### src/rtl/s_output_arbiter_if.sv
// rtl/s_output_arbiter_if.sv - request/grant/flit/credit bundle for one router output port arbiter
interface s_output_arbiter_if #(
    parameter int NUM_IN = 3,
    parameter int CNT_W  = 3
);
    logic [NUM_IN-1:0] req_i;
    logic [NUM_IN-1:0] tail_i;
    logic              credit_return_i;
    logic [NUM_IN-1:0] grant_o;
    logic [NUM_IN-1:0] read_o;
    logic              flit_valid_o;
    logic [NUM_IN-1:0] nhr_write_o;
    logic [CNT_W-1:0]  credits_o;
    logic              credit_err_o;

    modport slave (
        input  req_i,
        input  tail_i,
        input  credit_return_i,
        output grant_o,
        output read_o,
        output flit_valid_o,
        output nhr_write_o,
        output credits_o,
        output credit_err_o
    );

    modport master (
        output req_i,
        output tail_i,
        output credit_return_i,
        input  grant_o,
        input  read_o,
        input  flit_valid_o,
        input  nhr_write_o,
        input  credits_o,
        input  credit_err_o
    );
endinterface

### src/rtl/s_output_arbiter.sv
// rtl/s_output_arbiter.sv - round-robin wormhole arbiter with credit gating for one output port
module s_output_arbiter #(
    parameter int NUM_IN  = 3,
    parameter int CREDITS = 4,
    parameter int CNT_W   = 3
) (
    input  logic                clk,
    input  logic                reset,
    s_output_arbiter_if.slave   bus
);
    localparam int IDX_W = (NUM_IN > 1) ? $clog2(NUM_IN) : 1;

    typedef enum logic {
        S_IDLE   = 1'b0,
        S_LOCKED = 1'b1
    } state_t;

    state_t             r_state;
    logic [IDX_W-1:0]   r_owner;
    logic [IDX_W-1:0]   r_rr_ptr;
    logic [NUM_IN-1:0]  r_grant;
    logic [CNT_W-1:0]   r_credits;
    logic               r_credit_err;

    logic [IDX_W-1:0]   w_winner;
    logic               w_any_req;
    logic [NUM_IN-1:0]  w_owner_oh;
    logic [NUM_IN-1:0]  w_winner_oh;
    logic               w_send;
    logic               w_tail_out;

    // Round-robin search: first requester at or above rr_ptr, wrapping past NUM_IN-1.
    always_comb begin
        logic [IDX_W:0] v_pos;
        w_winner  = '0;
        w_any_req = 1'b0;
        v_pos     = '0;
        for (int k = 0; k < NUM_IN; k++) begin
            v_pos = {1'b0, r_rr_ptr} + (IDX_W+1)'(k);
            if (v_pos >= (IDX_W+1)'(NUM_IN)) begin
                v_pos = v_pos - (IDX_W+1)'(NUM_IN);
            end
            if (!w_any_req && bus.req_i[v_pos[IDX_W-1:0]]) begin
                w_any_req = 1'b1;
                w_winner  = v_pos[IDX_W-1:0];
            end
        end
    end

    assign w_owner_oh  = NUM_IN'(1) << r_owner;
    assign w_winner_oh = NUM_IN'(1) << w_winner;

    // A flit moves only when the owner has data and downstream has room.
    assign w_send     = (r_state == S_LOCKED) && bus.req_i[r_owner] && (r_credits != '0);
    assign w_tail_out = w_send && bus.tail_i[r_owner];

    assign bus.read_o       = w_send     ? w_owner_oh : '0;
    assign bus.nhr_write_o  = w_tail_out ? w_owner_oh : '0;
    assign bus.flit_valid_o = w_send;
    assign bus.grant_o      = r_grant;
    assign bus.credits_o    = r_credits;
    assign bus.credit_err_o = r_credit_err;

    // Packet lock FSM: arbitrate in IDLE, hold the owner until its tail flit leaves.
    always_ff @(posedge clk) begin
        if (!reset) begin
            r_state  <= S_IDLE;
            r_owner  <= '0;
            r_rr_ptr <= '0;
            r_grant  <= '0;
        end else begin
            case (r_state)
                S_IDLE: begin
                    if (w_any_req) begin
                        r_state <= S_LOCKED;
                        r_owner <= w_winner;
                        r_grant <= w_winner_oh;
                    end
                end
                S_LOCKED: begin
                    if (w_tail_out) begin
                        r_state  <= S_IDLE;
                        r_grant  <= '0;
                        r_rr_ptr <= (r_owner == IDX_W'(NUM_IN - 1)) ? '0 : r_owner + IDX_W'(1);
                    end
                end
                default: begin
                    r_state <= S_IDLE;
                    r_grant <= '0;
                end
            endcase
        end
    end

    // Credit counter runs regardless of lock state; a return with no free slot is flagged sticky.
    always_ff @(posedge clk) begin
        if (!reset) begin
            r_credits    <= CNT_W'(CREDITS);
            r_credit_err <= 1'b0;
        end else if (w_send && !bus.credit_return_i) begin
            r_credits <= r_credits - CNT_W'(1);
        end else if (!w_send && bus.credit_return_i) begin
            if (r_credits == CNT_W'(CREDITS)) begin
                r_credit_err <= 1'b1;
            end else begin
                r_credits <= r_credits + CNT_W'(1);
            end
        end
    end
endmodule

### src/flat_wrapper.sv
// flat-port wrapper written by rule: the top's interface ports become plain ports
module s_output_arbiter_flat 
#(
    parameter int NUM_IN  = 3,
    parameter int CREDITS = 4,
    parameter int CNT_W   = 3
)
  (clk, reset, bus_req_i, bus_tail_i, bus_credit_return_i, bus_grant_o, bus_read_o, bus_flit_valid_o, bus_nhr_write_o, bus_credits_o, bus_credit_err_o);
  s_output_arbiter_if #(.NUM_IN(NUM_IN), .CNT_W(CNT_W)) bus_i ();
  input  logic clk;
  input  logic reset;
  input wire logic [$bits(bus_i.req_i)-1:0] bus_req_i;
  input wire logic [$bits(bus_i.tail_i)-1:0] bus_tail_i;
  input wire logic [$bits(bus_i.credit_return_i)-1:0] bus_credit_return_i;
  output wire logic [$bits(bus_i.grant_o)-1:0] bus_grant_o;
  output wire logic [$bits(bus_i.read_o)-1:0] bus_read_o;
  output wire logic [$bits(bus_i.flit_valid_o)-1:0] bus_flit_valid_o;
  output wire logic [$bits(bus_i.nhr_write_o)-1:0] bus_nhr_write_o;
  output wire logic [$bits(bus_i.credits_o)-1:0] bus_credits_o;
  output wire logic [$bits(bus_i.credit_err_o)-1:0] bus_credit_err_o;
  assign bus_i.req_i = bus_req_i;
  assign bus_i.tail_i = bus_tail_i;
  assign bus_i.credit_return_i = bus_credit_return_i;
  assign bus_grant_o = bus_i.grant_o;
  assign bus_read_o = bus_i.read_o;
  assign bus_flit_valid_o = bus_i.flit_valid_o;
  assign bus_nhr_write_o = bus_i.nhr_write_o;
  assign bus_credits_o = bus_i.credits_o;
  assign bus_credit_err_o = bus_i.credit_err_o;
  s_output_arbiter #(.NUM_IN(NUM_IN), .CREDITS(CREDITS), .CNT_W(CNT_W)) u_core (.clk(clk), .reset(reset), .bus(bus_i));
endmodule
### config.mk
export PLATFORM = sky130hd
export DESIGN_NAME = s_output_arbiter_flat
export DESIGN_NICKNAME = d
export VERILOG_FILES = /design/src/rtl/s_output_arbiter_if.sv /design/src/rtl/s_output_arbiter.sv /design/src/flat_wrapper.sv
export SDC_FILE = /design/constraint.sdc
export NUM_CORES = 1
export LEC_CHECK = 0
export BUFFER_PORTS_ARGS = -buffer_cell sky130_fd_sc_hd__buf_2
export CORE_MARGIN = 5
export CORE_UTILIZATION = 46
export DETAILED_ROUTE_END_ITERATION = 7
export HOLD_SLACK_MARGIN = 0.08
export PLACE_DENSITY = 0.74
export SETUP_SLACK_MARGIN = 0.3
export SLEW_MARGIN = 25
export SYNTH_ARGS = -nofsm -noshare
export SYNTH_HDL_FRONTEND = slang
export SYNTH_SLANG_ARGS = --single-unit
### constraint.sdc
create_clock -name clk -period 2.3 [get_ports clk]
set_input_delay 0.115 -clock clk [delete_from_list [all_inputs] [get_ports clk]]
set_output_delay 0.115 -clock clk [all_outputs]
set_load 0.05 [all_outputs]
---- Yosys cells after proc, flatten, opt, wreduce, memory -nomap -nowiden ----
Index checks and enable logic that the tools add are counted.
cells by class
  $add $sub $neg .......................... 8
  magnitude comparators ................... 7
  equal/unequal tests ..................... 5
  shifts and indexed selects .............. 2
  multiplexer cells ....................... 31
  bitwise gates (word level) .............. 2
  reductions and logical operators ........ 18
operators by type and width
  operator             number
  $mux 3               7
  $mux 2               7
  $lt 2x3->1 const B   4
  $bmux 1 s2           5
  $mux 1               10
  $reduce_and 2->1     4
  $logic_and 1x1->1    7
  $ge 3x2->1 const B   2
  $pmux 3 s2           1
  $shl 1x2->3 const A  2
  $sub 2x2->2 const B  3
  $logic_not 1->1      4
  $ne 2x1->1 const B   2
  $add 2x1->3 const B  1
  $add 2x2->3 const B  1
  $add 3x1->3 const B  1
  $eq 3x3->1 const B   1
  $reduce_and 3->1     1
  $reduce_bool 3->1    1
  $sub 3x1->3 const B  1
  $add 2x1->2 const B  1
  $eq 2x2->1 const B   1
  $ge 2x2->1 const B   1
  $ne 2x2->1 const B   1
  3 further kinds      4
word-level totals
  flip-flop bits (word level) ............. 12
  input port bits ......................... 9
  logic and storage cells ................. 79

---- Logic depth before layout (Yosys ltp) ----
Gate-level depths: netlist (run 1).
  depth in word-level cells ............... 14
  depth in mapped cells ................... 10
  depth with buffers taken out ............ 10

---- Least setup slack after synthesis (run 1) ----
OpenSTA, ideal clock, no wires.
  kind .................................... flip-flop to flip-flop
  start point ............................. reg u_core.r_credits[0] (netlist: u_core.bus.credits_o[0])
  end point ............................... reg u_core.r_credits[2] (netlist: u_core.bus.credits_o[2])
  setup time .............................. 0.156 ns
  data arrival time ....................... 2.645 ns
  setup slack ............................. -0.500 ns
  stages on the path, launching flop included .. 10
  path through ............................ dfxtp_1 o31ai_1 a211o_1 inv_1 ha_1 inv_1 fa_1 xor2_1 o31ai_1 o311ai_0
between the ends
  cells in the longest elaborated chain, start to end .. 6
  elaborated cells on any way between the ends .. 14
RTL lines
  item                                RTL line                 RTL
  start, declared                     s_output_arbiter.sv:22   logic [CNT_W-1:0] r_credits;
  start signal, assigned              s_output_arbiter.sv:98   r_credits <= CNT_W'(CREDITS);
  start signal, assigned              s_output_arbiter.sv:101  r_credits <= r_credits - CNT_W'(1);
  start signal, assigned              s_output_arbiter.sv:106  r_credits <= r_credits + CNT_W'(1);
  $reduce_bool 3->1 (*)               s_output_arbiter.sv:54   assign w_send = (r_state == S_LOCKED) && bus.req_i[r_owner] && (r_credits != '0);
  $logic_and 1x1->1 (*)               s_output_arbiter.sv:54
  net bus_flit_valid_o                flat_wrapper.sv:17       output wire logic [$bits(bus_i.flit_valid_o)-1:0] bus_flit_valid_o;
  $logic_not 1->1                     s_output_arbiter.sv:102  end else if (!w_send && bus.credit_return_i) begin
  $logic_and 1x1->1                   s_output_arbiter.sv:102
  $reduce_bool 2->1 (no source line)  -
  $reduce_and 2->1 (no source line)   -
Mark *: on every way through the listed nets, which the timed path passes. The rest lies on a longest branch. The select of a mux whose other input is x is not followed.
A chain may end at the register's enable or synchronous reset.

---- Final worst setup path (run 1) ----
  start point ............................. reg u_core.r_owner[0]
  end point ............................... reg u_core.r_credits[2] (netlist: u_core.bus.credits_o[2])
between the ends
  cells in the longest elaborated chain, start to end .. 8
  elaborated cells on any way between the ends .. 11
RTL lines
  item                                RTL line                 RTL
  start, declared                     s_output_arbiter.sv:19   logic [IDX_W-1:0] r_owner;
  start signal, assigned              s_output_arbiter.sv:76   r_owner <= w_winner;
  $bmux 1 s2 (*)                      s_output_arbiter.sv:54
  $mux 1 (implied by the code) (*)    s_output_arbiter.sv:54
  $logic_and 1x1->1 (*) (2 in a row)  s_output_arbiter.sv:54
  $logic_not 1->1                     s_output_arbiter.sv:102
  $logic_and 1x1->1                   s_output_arbiter.sv:102
  $reduce_bool 2->1 (no source line)  -
  $reduce_and 2->1 (no source line)   -
Mark *: on every way between the ends. The rest lies on a longest branch, timed or not. The select of a mux whose other input is x is not followed.

==> impl_metrics.tcl, run 1 <==
set metrics [dict create \
    ys.flop_type "dfxtp_1" \
    synth_edf_count 0 \
    portBuffers 22 \
    clockBufferDepth 2 \
    reg2reg_slack_ns 0.27 \
    leakagePower_nw 0.5192 \
    status "finished clean" \
    drv_cap 0 \
    cp.required_ns 2.44 \
    fin_cells 159 \
    synth_warnings 0 \
    ys_ff_latch 12 \
    cts_tree "done" \
    dr.pass1.iters 4 \
    max_stage_delay_ns 0.37 \
    hold_path_end "u_core.bus.credits_o[2]" \
    endpoint_kind "flip-flop" \
    cts_root_buffer "clkbuf_4" \
    fillCellCount 144 \
    viasPerCell 5.541 \
    fin_ws_ns 0.2707 \
    htree_levels 1 \
    maxSlewHeadroom_pct 69.71 \
    overflow 0 \
    r2r-start "u_core.r_owner[0]" \
    hpwl_microns 1611 \
    synth_area_leader_cell "dfxtp_1" \
    synth_commonest_cells "12 x dfxtp_1, 9 x inv_1, 6 x ha_1, 6 x nand2_1, 6 x nor2_1" \
    grt_antenna_before_repair 0 \
    pre_cts_ws_ns 0.04409 \
    start_kind "flip-flop" \
    post-route-min-period_ns 2.029 \
    crit_type "reg2reg" \
    max-vdd-ir-drop_v 0.0003441 \
    cp_num_buf_inv 2 \
    yosys.cell_count.top_type "dfxtp_1" \
    skew_ns 0.0009925 \
    die_w_microns 53.10 \
    grt_pass1_wl_microns 3553 \
    start_util_pct 48.96 \
    crit_family "compound AO/OA/AOI/OAI gates" \
    grt_max_degree 13 \
    regArea_sq_um 261.5 \
    setup_violations 0 \
    r2r_end "u_core.bus.credits_o[2]" \
    cp_slowest_cell "dfxtp_4" \
    rows 15 \
    grt_setup_unrepaired "true" \
    synth.cell_area_sq_um 854.6 \
    yosysTopAreaCellShare_pct 28.11 \
    grt_pass1_vias 799 \
    syn_inst 100 \
    tightest_slew_ns 0.4532 \
    drt_iter0_markers 23 \
    hold_start "reset" \
    path_clk_slew_ns 0.07 \
    seq_area_frac_synth_pct 28.11 \
    die_y_microns 53.10 \
    ant_nets 0 \
    worst-endpoint-arrival_ns 2.17 \
    critical_path_peak_fanout 5 \
    wl_per_cell_microns 14.15 \
    period_share_pct 88.23 \
    multi_input_area_sq_um 639.4 \
    wl_microns 2250 \
    num_antenna_cells 0 \
    syn_nets 116 \
    hold_violations 0 \
    placed_cells 145 \
    drv_slew 0 \
    fmax_mhz 492.8 \
    grt.total_usage_pct 17.25 \
    via_count 881 \
    drc 0 \
    reg2reg_depth 9 \
    critical_path.cell_chain "nand2b_1, a211o_1, clkinvlp_4, ha_4, inv_2, fa_2, xor2_1, o31ai_1, o311ai_1" \
    nets 151 \
    boundaryPins 23 \
    p_per_area_nw_per_um2 524.0 \
    gp_congestion 0.8374 \
    avgSynthCellArea_sq_um 8.546 \
    coreArea_sq_um 1745 \
    die_area_sq_um 2820 \
    area_growth_pct 40.26 \
    fin_setup_tns_ns 0 \
    cts_buffers 3 \
    drive_gt1_share_pct 44.03 \
    ys_types 39 \
    clock-sinks 12 \
    power.total_mw 0.6281 \
    hold_depth 2 \
    async_flop_share_pct 0 \
    netlist_top_cells_area "dfxtp_1 28%, ha_1 8.8%, a21boi_1 4.4%, inv_1 4.0%, nand2b_1 3.7%" \
    clk_latency_ns 0.27 \
    hold_class "in2reg" \
]
## metal layers
metal | GRT usage (%) | vias to the layer above | part of all wire [%] | wire length (microns)
li1 | - | 423 | - | -
met1 | 22.11 | 420 | 44 | 986
met2 | 28.31 | 32 | 49 | 1109
met3 | 1.972 | 6 | 5.2 | 116
met4 | 8.511 | 0 | 1.7 | 38
met5 | 0 | - | 0 | 0
## cells by family (layout without fill, tap and decap cells)
logic type	after synthesis	count (layout)	synth area share, %
AOI/OAI and AO/OA	26	26	25.18
xor gates and xnor gates	1	1	1.025
adders and majority gates	7	7	11.13
buffers and inverters	13	47	6.734
DFF	12	12	28.11
muxes	3	3	3.514
and+or+nand+nor	38	38	24.30
## worst max path at each step
| stage | start | cells past startpoint | end | slack (ns) |
|---|---|---|---|---|
| after floorplan | u_core.r_owner[0] | 10 | u_core.bus.credits_o[2] | 0.01 |
| final | u_core.r_owner[0] | 9 | u_core.bus.credits_o[2] | 0.27 |
| after detailed placement | u_core.r_owner[0] | 10 | u_core.bus.credits_o[2] | 0.04 |
| after CTS | u_core.r_owner[0] | 10 | u_core.bus.credits_o[2] | 0.26 |
| after global routing | u_core.r_owner[0] | 9 | u_core.bus.credits_o[2] | 0.13 |
| after global placement | u_core.r_owner[0] | 10 | u_core.bus.credits_o[2] | 0.13 |
## state kept, by name (all words and copies together), names as in the netlist
name / flops
u_core.bus.credit_err_o: 1
u_core.bus.credits_o: 3
u_core.bus.grant_o: 3
u_core.r_owner: 2
u_core.r_rr_ptr: 2
u_core.r_state: 1
## area by class of cell
class / count / area share, %
Multi-Input combinational cell: 75 / 53.34
Clock buffer: 3 / 1.879
Tap cell: 25 / 2.610
Timing Repair Buffer: 34 / 16.91
Inverter: 9 / 3.132
Clock inverter: 1 / 0.3132
Sequential cell: 12 / 21.82
## stage by stage
stage               area (sq um)  hold slack [ns]  utilization, %
finish                      1199           0.1384           68.67
global route                1199           0.1551           68.67
CTS                         1159           0.1395           66.38
detailed placement          1042           0.4046           59.71
global placement            1042           0.3925           59.71
floorplan                  917.1           0.2682               -
## where the power goes
group	internal [mW]	switching (mW)
sequential	0.221	0.0166
clock	0.0627	0.0659
combinational	0.105	0.156
## cells in the final DEF (no fill, tap or decap), drive strengths merged, types with 2 or more instances in the layout
master,synthesis,routed
inv,9,8
nand3,3,3
buf,2,34
a211oi,2,2
a21oi,3,3
a21boi,6,6
ha,6,6
and2,2,2
clkbuf,2,3
o31ai,3,3
nand2,6,6
nand2b,5,5
mux2i,3,3
nor2b,5,5
dfxtp,12,12
nor3,4,4
nand3b,2,2
nor2,6,6
## what timing repair did
| action | in CTS | in global routing |
|---|---|---|
| hold buffers | 0 | 0 |
| resized for setup | 7 | 10 |
| setup buffers | 9 | 1 |
| pin swaps | 5 | 3 |
| setup endpoints to repair | 11 | 11 |
No activity file was read; power rests on OpenSTA's default activity.
==> inputs of run 2 (changes only) <==
Settings changed: CORE_UTILIZATION 46 to 34, CTS_BUF_LIST set to sky130_fd_sc_hd__clkbuf_2 sky130_fd_sc_hd__clkbuf_4 sky130_fd_sc_hd__clkbuf_8, PLACE_DENSITY 0.74 to 0.58.
==> impl_metrics.tcl, run 2 (same netlist as run 1, synthesis figures left out) <==
set metrics [dict create \
    gp_congestion 0.7490 \
    seqPwrFrac_pct 38.5 \
    hpwl_microns 1675 \
    mostFrequentLayoutCells "21 x buf_2, 8 x buf_4, 7 x inv_1" \
    portBuffers 22 \
    clk_latency_ns 0.28 \
    ant_nets 0 \
    grt_setup_unrepaired "true" \
    cts_buffers 3 \
    viasPerCell 5.182 \
    fillCellCount 264 \
    die_area_sq_um 3616 \
    dr.pass1.iters 3 \
    layout_commonest_cell "buf_2" \
    p_per_area_nw_per_um2 527.8 \
    drive_gt1_share_pct 44.19 \
    grt.total_usage_pct 13.66 \
    fin_setup_tns_ns 0 \
    worstSetupStartpoint "u_core.r_owner[0]" \
    leakagePower_nw 0.4923 \
    grt_max_degree 13 \
    skew_ns 0.01039 \
    start_util_pct 35.13 \
    fmax_mhz 480.1 \
    crit_type "reg2reg" \
    nets 146 \
    hold_violations 0 \
    grt_pass1_vias 850 \
    setup_violations 0 \
    critical_path_peak_fanout 7 \
    cts_tree "done" \
    htree_levels 1 \
    coreArea_sq_um 2432 \
    via_count 824 \
    period_share_pct 90.56 \
    finalInstanceArea_sq_um 1171 \
    worst-endpoint-arrival_ns 2.22 \
    post-route-min-period_ns 2.083 \
    tightest_slew_ns 0.4491 \
    boundaryPins 23 \
    start_kind "flip-flop" \
    r2r-start "u_core.r_owner[0]" \
    grt_pass1_wl_microns 3677 \
    r2r_end "u_core.bus.credits_o[2]" \
    reg2reg_slack_ns 0.22 \
    die_w_microns 60.14 \
    power_switching_share_pct 38.80 \
    p_int_mw 0.3783 \
    status "finished clean" \
    wl_microns 2141 \
    num_antenna_cells 0 \
    die_y_microns 60.14 \
    endpoint "u_core.bus.credits_o[2]" \
    drv_slew 0 \
    clock-sinks 12 \
    power.switching_mw 0.2398 \
    max-vdd-ir-drop_v 0.0003821 \
    rows 18 \
    combPwrFrac_pct 39.1 \
    clockBufferDepth 2 \
    hold_class "in2reg" \
    final_core_util_pct 48.15 \
    maxSlewHeadroom_pct 69.98 \
    path_clk_slew_ns 0.09 \
    wl_per_cell_microns 13.47 \
    overflow 0 \
    pwr-share-clk_pct 22.3 \
    reg2reg_depth 10 \
    holdBufCountCts 0 \
    timing.hold.ws_ns 0.1532 \
    drc 0 \
    area_growth_pct 37.04 \
    drt_iter0_markers 13 \
    grt_antenna_before_repair 0 \
    drv_cap 0 \
    cp.required_ns 2.44 \
    post_dp_cell_area_sq_um 1056 \
    endpoint_kind "flip-flop" \
    cts_root_buffer "clkbuf_4" \
]
[run 2: per-stage QoR]
stage / power, mW / std cells / setup slack [ns]
final: 0.6181 / 159 / 0.2172
after global placement: 0.4588 / 151 / 0.1368
after floorplan: 0.4115 / 100 / 0.01056
after global routing: 0.6627 / 159 / 0.1251
after detailed placement: 0.4627 / 151 / 0.03946
after CTS: 0.6144 / 156 / 0.2330
[run 2: critical path: stages (launching register included)]
cell and delay (ns):
dfxtp_4 0.38, nor2b_4 0.13, a211oi_2 0.05, a211o_1 0.27, clkinvlp_4 0.10, ha_4 0.14
inv_2 0.04, fa_2 0.32, xor2_1 0.16, o31ai_1 0.21, o311ai_1 0.14
[run 2: layout make-up]
class	instances	area (sq um)	area share (%)
sequential	12	260.3	22.22
clock buffer	3	22.52	1.923
timing repair buffer	29	165.2	14.10
clock inverter	1	3.754	0.3205
multi-input combinational	75	644.4	55.02
inverter	9	37.54	3.205
tap	30	37.54	3.205
[run 2: worst min path at each step]
| stage | from | end | slack, ns | cells past startpoint |
|---|---|---|---|---|
| 2_1_floorplan | reset | u_core.bus.grant_o[0] | 0.27 | 1 |
| 3_3_place_gp | reset | u_core.bus.credits_o[2] | 0.42 | 2 |
| 3_5_place_dp | reset | u_core.bus.credits_o[2] | 0.44 | 2 |
| 4_1_cts | reset | u_core.bus.credits_o[2] | 0.15 | 2 |
| 5_1_grt | reset | u_core.bus.credits_o[2] | 0.14 | 2 |
| 6_report | reset | u_core.bus.credits_o[2] | 0.15 | 2 |
[run 2: metal layers]
| metal | GRT usage [%] | up-vias | part of all wire, % |
|---|---|---|---|
| met5 | 0 | - | 0 |
| met4 | 6.646 | 0 | 1.3 |
| met3 | 2.808 | 2 | 3.4 |
| met2 | 25.77 | 12 | 55 |
| met1 | 13.99 | 398 | 40 |
| li1 | - | 412 | - |
[run 2: power groups by stage]
stage | registers, mW | clock network (mW) | logic, mW
floorplan | 0.269 | 0 | 0.142
global placement | 0.241 | 0 | 0.218
detailed placement | 0.242 | 0 | 0.221
CTS | 0.239 | 0.147 | 0.229
global route | 0.242 | 0.156 | 0.265
finish | 0.238 | 0.138 | 0.242
[run 2: what timing repair did]
action | in CTS | in global routing
setup buffers | 1 | 3
setup endpoints to repair | 10 | 10
resized for setup | 11 | 7
pin swaps | 3 | 2
==> inputs of run 3 (changes only) <==
Settings changed: CORE_UTILIZATION 34 to 48, PLACE_DENSITY 0.58 to 0.77.
==> impl_metrics.tcl, run 3 (same netlist as run 1, synthesis figures left out) <==
set metrics [dict create \
    ant_nets 0 \
    placed_cells 145 \
    die_w_microns 52.20 \
    critical_path.cell_chain "nor2b_4, a211oi_2, a211o_1, clkinvlp_4, ha_4, inv_2, fa_2, xor2_1, o31ai_1, o311ai_1" \
    drt_iter0_markers 11 \
    cp_slowest_cell "dfxtp_4" \
    timing.hold.ws_ns 0.1493 \
    max-vdd-ir-drop_v 0.0004576 \
    setup_violations 0 \
    final_core_util_pct 69.01 \
    die_area_sq_um 2724 \
    fillCellCount 139 \
    overflow 0 \
    grt_pass1_wl_microns 3277 \
    tightest_slew_ns 0.3619 \
    via_count 817 \
    mostFrequentLayoutCells "21 x buf_2, 8 x buf_4, 7 x inv_1" \
    drv_cap 0 \
    hold_class "in2reg" \
    hpwl_microns 1531 \
    fin_ws_ns 0.1693 \
    skew_ns 0.003891 \
    start_kind "flip-flop" \
    grt_pass1_vias 772 \
    area_growth_pct 37.92 \
    cts_buffers 3 \
    start_util_pct 50.04 \
    wl_per_cell_microns 13.27 \
    gp_congestion 0.7656 \
    nets 147 \
    htree_levels 1 \
    layout_commonest_cell "buf_2" \
    fin_setup_tns_ns 0 \
    fmax_mhz 469.3 \
    worst-endpoint-arrival_ns 2.26 \
    viasPerCell 5.271 \
    fin_cells 155 \
    hold_violations 0 \
    status "finished clean" \
    portBuffers 22 \
    drv_slew 0 \
    cp.required_ns 2.43 \
    clockBufferDepth 2 \
    grt.total_usage_pct 16.07 \
    crit_family "compound AO/OA/AOI/OAI gates" \
    cts_root_buffer "clkbuf_4" \
    holdBufCountCts 0 \
    crit_type "reg2reg" \
    pre_cts_ws_ns 0.04280 \
    max_stage_delay_ns 0.37 \
    boundaryPins 23 \
    drive_gt1_share_pct 42.31 \
    drc 0 \
    critical_path_peak_fanout 6 \
    rows 15 \
    cp_num_buf_inv 2 \
    path_clk_slew_ns 0.07 \
    die_y_microns 52.20 \
    leakagePower_nw 0.5126 \
    dr.pass1.iters 4 \
    maxSlewHeadroom_pct 75.87 \
    coreArea_sq_um 1708 \
    cts_tree "done" \
    grt_antenna_before_repair 0 \
    clk_latency_ns 0.26 \
    endpoint_kind "flip-flop" \
    p_per_area_nw_per_um2 544.3 \
    clock-sinks 12 \
    num_antenna_cells 0 \
    wl_microns 2057 \
    period_share_pct 92.64 \
    post-route-min-period_ns 2.131 \
    grt_max_degree 13 \
    grt_setup_unrepaired "true" \
]
[run 3: path summary, 6_finish.rpt]
path              slack (ns)  depth (start not counted)                  start                 endpoint
hold reg to reg         0.47                          2  u_core.bus.grant_o[0]    u_core.bus.grant_o[0]
hold / removal          0.15                          2                  reset  u_core.bus.credits_o[2]
setup / recovery        0.17                         10      u_core.r_owner[0]  u_core.bus.credits_o[2]
setup reg to reg        0.17                         10      u_core.r_owner[0]  u_core.bus.credits_o[2]
[run 3: timing repair]
item                                   in CTS  in global routing
buffers inserted                            5                  1
resized for setup                           6                  9
setup endpoints to repair                  11                 10
pin swaps                                   6                  5
endpoints found under the hold margin       0                  0
[run 3: layer usage]
metal,vias up,track usage (%),part of all wire [%]
li1,419,-,-
met1,372,18.99,42
met4,0,6.809,1.3
met5,-,0,0
met2,22,28.03,52
met3,4,3.134,4.5
[run 3: layout make-up]
type / instances / area, sq um / share of cell area, %
multi-input combinational: 75 / 641.9 / 54.46
clock buffer: 4 / 36.28 / 3.079
tap: 25 / 31.28 / 2.654
timing repair buffer: 30 / 172.7 / 14.65
sequential: 12 / 259.0 / 21.97
inverter: 9 / 37.54 / 3.185
[run 3: worst reg2reg max path: stages (launching register included)]
cell,delay [ns]
dfxtp_4,0.37
nor2b_4,0.12
a211oi_2,0.05
a211o_1,0.28
clkinvlp_4,0.11
ha_4,0.14
inv_2,0.04
fa_2,0.33
xor2_1,0.16
o31ai_1,0.24
o311ai_1,0.15
[run 3: stage by stage]
| step | area, sq um | power (mW) |
|---|---|---|
| after CTS | 1144 | 0.6393 |
| after detailed placement | 1042 | 0.4562 |
| after floorplan | 917.1 | 0.4115 |
| after global routing | 1179 | 0.6821 |
| after global placement | 1042 | 0.4520 |
| final | 1179 | 0.6415 |
[run 3: power by group]
| group | leakage, nW | internal (mW) | switching [mW] |
|---|---|---|---|
| registers | 0.101 | 0.222 | 0.0169 |
| logic | 0.390 | 0.0951 | 0.148 |
| clock network | 0.0210 | 0.0960 | 0.0637 |
